===== src/rtl/vga_dither.sv =====
// 4x4 ordered (Bayer) dither from IN_W to OUT_W bits per channel, with the
// screen position recovered from the DE/VSYNC stream and syncs kept aligned.
module vga_dither #(
  parameter int unsigned IN_W      = 6,
  parameter int unsigned OUT_W     = 4,
  parameter bit          VSYNC_POL = 1'b0,
  parameter bit          DITHER_EN = 1'b1
) (
  input  logic             aclk,
  input  logic             reset,
  input  logic [IN_W-1:0]  r_in,
  input  logic [IN_W-1:0]  g_in,
  input  logic [IN_W-1:0]  b_in,
  input  logic             hsync_in,
  input  logic             vsync_in,
  input  logic             de_in,
  output logic [OUT_W-1:0] r_out,
  output logic [OUT_W-1:0] g_out,
  output logic [OUT_W-1:0] b_out,
  output logic             hsync_out,
  output logic             vsync_out,
  output logic             de_out
);

  localparam int unsigned FRAC_W = IN_W - OUT_W;
  localparam int unsigned SHIFT  = 4 - FRAC_W;

  // Screen position tracking
  logic [1:0] col;
  logic [1:0] row;
  logic       de_prev;
  logic       vs_prev;

  logic       de_rise_c;
  logic       de_fall_c;
  logic       vs_edge_c;
  logic [1:0] col_c;
  logic [1:0] row_c;
  logic [3:0] thr_c;

  // Stage 1 registers
  logic [IN_W-1:0] r_s1;
  logic [IN_W-1:0] g_s1;
  logic [IN_W-1:0] b_s1;
  logic [3:0]      thr_s1;
  logic            hs_s1;
  logic            vs_s1;
  logic            de_s1;

  // Edge detection and the position used by the pixel on this cycle
  always_comb begin
    de_rise_c = de_in && !de_prev;
    de_fall_c = !de_in && de_prev;
    vs_edge_c = (vsync_in == VSYNC_POL) && (vs_prev != VSYNC_POL);
    col_c     = de_rise_c ? 2'd0 : col;
    row_c     = vs_edge_c ? 2'd0 : row;
  end

  // Bayer threshold matrix, row-major
  always_comb begin
    thr_c = 4'd0;
    case ({row_c, col_c})
      4'h0: thr_c = 4'd0;
      4'h1: thr_c = 4'd8;
      4'h2: thr_c = 4'd2;
      4'h3: thr_c = 4'd10;
      4'h4: thr_c = 4'd12;
      4'h5: thr_c = 4'd4;
      4'h6: thr_c = 4'd14;
      4'h7: thr_c = 4'd6;
      4'h8: thr_c = 4'd3;
      4'h9: thr_c = 4'd11;
      4'hA: thr_c = 4'd1;
      4'hB: thr_c = 4'd9;
      4'hC: thr_c = 4'd15;
      4'hD: thr_c = 4'd7;
      4'hE: thr_c = 4'd13;
      4'hF: thr_c = 4'd5;
      default: thr_c = 4'd0;
    endcase
  end

  // Column/row counters; a vsync edge overrides an end-of-line increment
  always_ff @(posedge aclk) begin
    if (reset) begin
      col     <= 2'd0;
      row     <= 2'd0;
      de_prev <= 1'b0;
      vs_prev <= ~VSYNC_POL;
    end else begin
      de_prev <= de_in;
      vs_prev <= vsync_in;
      if (de_in) begin
        col <= col_c + 2'd1;
      end
      if (vs_edge_c) begin
        row <= 2'd0;
      end else if (de_fall_c) begin
        row <= row + 2'd1;
      end
    end
  end

  always_ff @(posedge aclk) begin
    if (reset) begin
      r_s1   <= '0;
      g_s1   <= '0;
      b_s1   <= '0;
      thr_s1 <= 4'd0;
      hs_s1  <= 1'b0;
      vs_s1  <= ~VSYNC_POL;
      de_s1  <= 1'b0;
    end else begin
      r_s1   <= r_in;
      g_s1   <= g_in;
      b_s1   <= b_in;
      thr_s1 <= thr_c;
      hs_s1  <= hsync_in;
      vs_s1  <= vsync_in;
      de_s1  <= de_in;
    end
  end

  // Round up by one LSB when the scaled fraction beats the threshold; never wrap
  function automatic logic [OUT_W-1:0] dither_px(input logic [IN_W-1:0] px,
                                                 input logic [3:0]      thr);
    logic [OUT_W-1:0]  hi;
    logic [FRAC_W-1:0] frac;
    logic [3:0]        scaled;
    logic              inc;
    hi     = px[IN_W-1:FRAC_W];
    frac   = px[FRAC_W-1:0];
    scaled = 4'(frac) << SHIFT;
    inc    = DITHER_EN && (scaled > thr);
    if (&hi) begin
      dither_px = hi;
    end else begin
      dither_px = hi + OUT_W'(inc);
    end
  endfunction

  always_ff @(posedge aclk) begin
    if (reset) begin
      r_out     <= '0;
      g_out     <= '0;
      b_out     <= '0;
      hsync_out <= 1'b0;
      vsync_out <= ~VSYNC_POL;
      de_out    <= 1'b0;
    end else begin
      r_out     <= de_s1 ? dither_px(r_s1, thr_s1) : '0;
      g_out     <= de_s1 ? dither_px(g_s1, thr_s1) : '0;
      b_out     <= de_s1 ? dither_px(b_s1, thr_s1) : '0;
      hsync_out <= hs_s1;
      vsync_out <= vs_s1;
      de_out    <= de_s1;
    end
  end

endmodule

===== config.mk =====
export PLATFORM = sky130hd
export DESIGN_NAME = vga_dither
export DESIGN_NICKNAME = d
export VERILOG_FILES = /design/src/rtl/vga_dither.sv
export SDC_FILE = /design/constraint.sdc
export NUM_CORES = 1
export LEC_CHECK = 0
export ABC_AREA = 1
export CAP_MARGIN = 15
export CORE_UTILIZATION = 40
export DETAILED_ROUTE_END_ITERATION = 8
export PLACE_DENSITY = 0.74
export SLEW_MARGIN = 20
export SYNTH_ARGS = -nofsm -noshare
export SYNTH_HDL_FRONTEND = slang
export SYNTH_SLANG_ARGS = --single-unit

===== constraint.sdc =====
create_clock -name aclk -period 2.8 [get_ports aclk]
set_input_delay 0.56 -clock aclk [delete_from_list [all_inputs] [get_ports aclk]]
set_output_delay 0.56 -clock aclk [all_outputs]
set_load 0.03 [all_outputs]

Word level (Yosys, flattened, before mapping)
Memories as Yosys holds them, arrays and structs flattened. A register that Yosys moved wholly into a read port is not among the register bits.
Cells that the tools add are included.
{ "classes": {"n_reduce_logical": 10, "multipliers": 0, "addsub": 5, "muxes": 5, "div": 0, "n_eq_ne": 0, "order_cmp": 3, "bitwise_logic": 2, "shifts": 0} }
{ "ops": {"columns": ["cell", "n"], "rows": [
  ["$add A4 B1 Y4", 3],
  ["$gt A4 B4 Y1", 3],
  ["$mux W4", 3],
  ["$reduce_and A4 Y1", 3],
  ["$add A2 B1 Y2 const B", 2],
  ["$mux W2", 2],
  ["$reduce_or A2 Y1", 2],
  ["$logic_and A1 B1 Y1", 3],
  ["$logic_not A1 Y1", 2],
  ["$not A1 Y1", 2]
]} }
{ "totals": {"latch_bits": 0, "memories": 1, "ram_bits": 0, "rom_bits": 64, "wordCells": 40, "reg_bits": 40, "in_bits": 23, "out_inout_bits": 15} }
{ "memory_table": {"columns": ["name", "depth", "width", "read_ports", "rd_ports_with_merged_regs", "write_ports", "line_no", "rtl"], "rows": [
  ["(no name shown)", 16, 4, 1, 1, 0, "62", "case ({row_c, col_c})"]
]} }

Longest topological paths before layout
{ "logic_depth": {"ltp_word": 4, "ltp_mapped": 9, "depth_no_buf": 9} }

Worst setup path after synthesis
Ideal clock, no wire load.
{ "synth_path": {"path_type": "reg2reg", "start": "register thr_s1[3]", "end": "register b_out[2]", "setup_ns": 0.120, "n_path_buf": 0, "synth_period_minus_slack_ns": 1.504, "t_arrival_ns": 1.384, "path_stages_with_launch": 9, "t_required_ns": 2.680, "slack_ns": 1.296, "path_cell_list": "dfxtp_1 -> inv_1 -> ha_1 -> a21oi_1 -> a31oi_1 -> ha_1 -> ha_1 -> xnor2_1 -> a21oi_1"} }
{ "synth_between": {"elab_chain_len": 3} }
{ "synth_rtl": {"columns": ["element", "line_no", "rtl"], "rows": [
  ["start: declaration", "45", "logic [3:0] thr_s1;"],
  ["$gt A4 B4 Y1", "134", "inc = DITHER_EN && (scaled > thr);"],
  ["$add A4 B1 Y4", "138", "dither_px = hi + OUT_W'(inc);"],
  ["$mux W4", "135", "if (&hi) begin"],
  ["end signal: assignment", "153", "b_out <= de_s1 ? dither_px(b_s1, thr_s1) : '0;"],
  ["end: declaration", "19", "output logic [OUT_W-1:0] b_out,"]
]} }
No other way between the ends.
A chain may end at the register's enable or synchronous reset.

Worst setup path after layout
{ "layout_path": {"start": "register b_out[2]", "end": "output b_out[2]"} }
No word-level cell between the ends.

==> summary.txt <==
Power and ir drop
  – Cell leakage power: 1.02 nW
  – Comb power frac: 9.9%
  – Sequential share of power: 52.8%
  – PwrDens: 577 mW/mm^2
  – P_sw: 277 uW
  – Internal power: 979 uW
  – Peak supply drop: 0.505 mV
  – Clock power frac: 37.2%
  – Sw frac: 22.0%

STA
  – Min Tclk post-route: 1.84 ns
  – Clock skew: 0.00764 ns
  – Final Cycle Share: 65.6%
  – Max-slew headroom: 59.0%
  – Sum Neg Setup Slack: 0 ns
  – Worst Max-Slew Pin Slew: 0.613 ns
  – Hold_ws: 0.406 ns
  – Slew Viols, Final: 0
  – Setup violations, final: 0
  – Final hold violation count: 0
  – RSZ-0062 raised after global routing: no
  – Fmax: 544 MHz

Setup path
  – Max Fanout on Critical Path: 1
  – WP depth: 1
  – Delay-heaviest family, CP: buffers and inverters
  – CP Launch Type: flip-flop
  – Worst Setup End Kind: output port
  – Flop2flop setup slack: 1.19 ns
  – Reg2Reg Depth: 8
  – Worst R2R Start: thr_s1[3]
  – CP bufs+invs: 1
  – Setup crit end: b_out[2]
  – Max stage delay on crit path: 0.66 ns
  – Critical path class: flip-flop to output port
  – Crit path DAT: 1.28 ns
  – RR Endpoint: b_out[2]
  – CP startpoint: b_out[2]
  – Worst path cell trace: clkdlybuf4s50_1
  – WP data required: 2.24 ns
  – Worst path slowest cell: clkdlybuf4s50_1

Die
  – Core ar.: 0.00380 sq mm
  – I/O pins: 38
  – Die height: 66.3 microns
  – Die width: 66.3 microns
  – Initial Util: 43.5%
  – Die area: 0.00439 sq mm
  – Cell Rows: 22

Job
  – Max_cap viols: 0

Worst hold path
  – HP Class: flip-flop to flip-flop

Final layout
  – Final Net Count: 269
  – Diodes inserted: 0
  – Multi-input logic area: 599 sq um
  – Fill cell count: 377
  – Register Area: 881 sq um
  – Fraction of layout cells with a size suffix above 1: 7.23%
  – Area grow syn2layout: 31.7%
  – Commonest non-fill, non-tap cell in the layout: dfxtp_1
  – Commonest non-fill, non-tap cells in the layout: dfxtp_1, inv_1, clkdlybuf4s50_1

Clock network
  – TritonCTS clock tree: done
  – H-tree depth: 2
  – Root buffer cell: clkbuf_8
  – Latest clock arrival within the worst-skew pair: 0.30 ns
  – CTS hold repair buffers: 0
  – Post-CTS Repair Setup Buffers: 0
  – TritonCTS Buffers: 5
  – Clk pin slew, worst setup/hold paths: 0.08 ns
  – Cts repair resizes: 0
  – Clock Sinks: 44
  – Max clock buf depth: 2

Synthesis
  – Seq/Total Area, Yosys: 53.3%
  – Synth unique cells: 20
  – Mapped Cells: 192
  – FF+latch count, synth: 44
  – Syn avg cell area: 8.60 sq um
  – Post-Synthesis Cell Area: 0.00165 sq mm
  – Yosys warning count: 0
  – Syn_nets: 227

Place
  – Buffers on Ports: 37
  – RD Place Congestion: 0.818
  – DP Wirelength: 1960 microns

Global route
  – Vias in the first global route: 1088
  – Congestion Overflow GR: 0
  – Initial antenna violation count: 0
  – First-pass GRT wire length: 4150 microns
  – GRT Util Overall: 12.9%
  – Largest net degree at the start of global routing: 15

Drt
  – Via/cell ratio: 4.39
  – Wirelength per Cell: 8.94 microns
  – DR iter-0 viols: 48
  – Post-Route WL: 2530 microns
  – Vias post-DR: 1243
  – Post-route ant nets: 0
  – Pre-antenna DRT Iters: 4
  – Post-route DRC violation count: 0

Outcome
  – Status: finished, final reports clean
-- metal layers --
layer	global-route usage, %	wire length, microns	vias to the layer above
met1	11.8	1060	542
li1	-	-	670
met2	24.1	1280	24
met3	4.14	119	7
met4	8.78	71	0
met5	0	0	-
-- worst min path at each step --
stage,startpoint,to,slack (ns),cells past startpoint
2_1_floorplan,hs_s1,hsync_out,0.39,2
3_3_place_gp,hs_s1,hsync_out,0.40,2
3_5_place_dp,hs_s1,hsync_out,0.40,2
4_1_cts,hs_s1,hsync_out,0.41,2
5_1_grt,hs_s1,hsync_out,0.43,2
6_report,hs_s1,hsync_out,0.41,2
-- state kept, by name, summed over array words and instances (netlist names), 2 cells and up --
name,cells
r_s1,6
row,2
g_s1,6
col,2
b_out,4
r_out,4
g_out,4
b_s1,6
thr_s1,4
-- cells in the mapped netlist (all sizes together) --
| cell | count | area, sq um |
|---|---|---|
| ha | 12 | 150 |
| nor3 | 3 | 15.0 |
| nand4 | 4 | 25.0 |
| o211a | 1 | 10.0 |
| inv | 40 | 150 |
| buf | 3 | 21.3 |
| a21oi | 12 | 60.1 |
| xnor2 | 3 | 26.3 |
| nand2 | 24 | 97.6 |
| a31oi | 3 | 18.8 |
| dfxtp | 44 | 881 |
| nor2 | 37 | 165 |
| nand3 | 5 | 25.0 |
| or2 | 1 | 6.26 |
-- power groups by stage --
stage	Combinational [mW]	Clock [mW]	Sequential [mW]
2_1_floorplan	0.0609	0	0.687
6_report	0.125	0.467	0.663
3_3_place_gp	0.123	0	0.677
5_1_grt	0.141	0.500	0.666
3_5_place_dp	0.126	0	0.678
4_1_cts	0.127	0.472	0.663
-- through the flow --
stage	setup slack, ns	instances	power (mW)	area (sq um)	utilization, %
after floorplan	1.30	192	0.748	1650	-
after global placement	0.855	275	0.801	2070	54.4
after detailed placement	0.846	275	0.804	2070	54.4
after CTS	0.951	283	1.26	2180	57.3
after global routing	0.921	283	1.31	2180	57.3
final	0.962	283	1.26	2180	57.3
-- cells by family (layout without fill, tap and decap cells) --
| group | count (synthesis) | count (layout) | synth area share (%) |
|---|---|---|---|
| DFF | 44 | 44 | 53.3 |
| and+or+nand+nor | 74 | 74 | 20.2 |
| buffers and inverters | 43 | 86 | 10.4 |
| AOI/OAI and AO/OA | 16 | 16 | 5.38 |
| xor gates and xnor gates | 3 | 3 | 1.59 |
| adders and majority gates | 12 | 12 | 9.09 |
-- cell type report --
class,count,share of cell area [%]
clock buffers,6,3.34
inverters,40,6.90
well taps,48,2.76
multi-input cells,105,27.5
flip-flops and latches,44,40.5
clock inverters,2,1.61
repair buffers,38,17.4
Note: power is estimated with default switching activity, not from simulation.
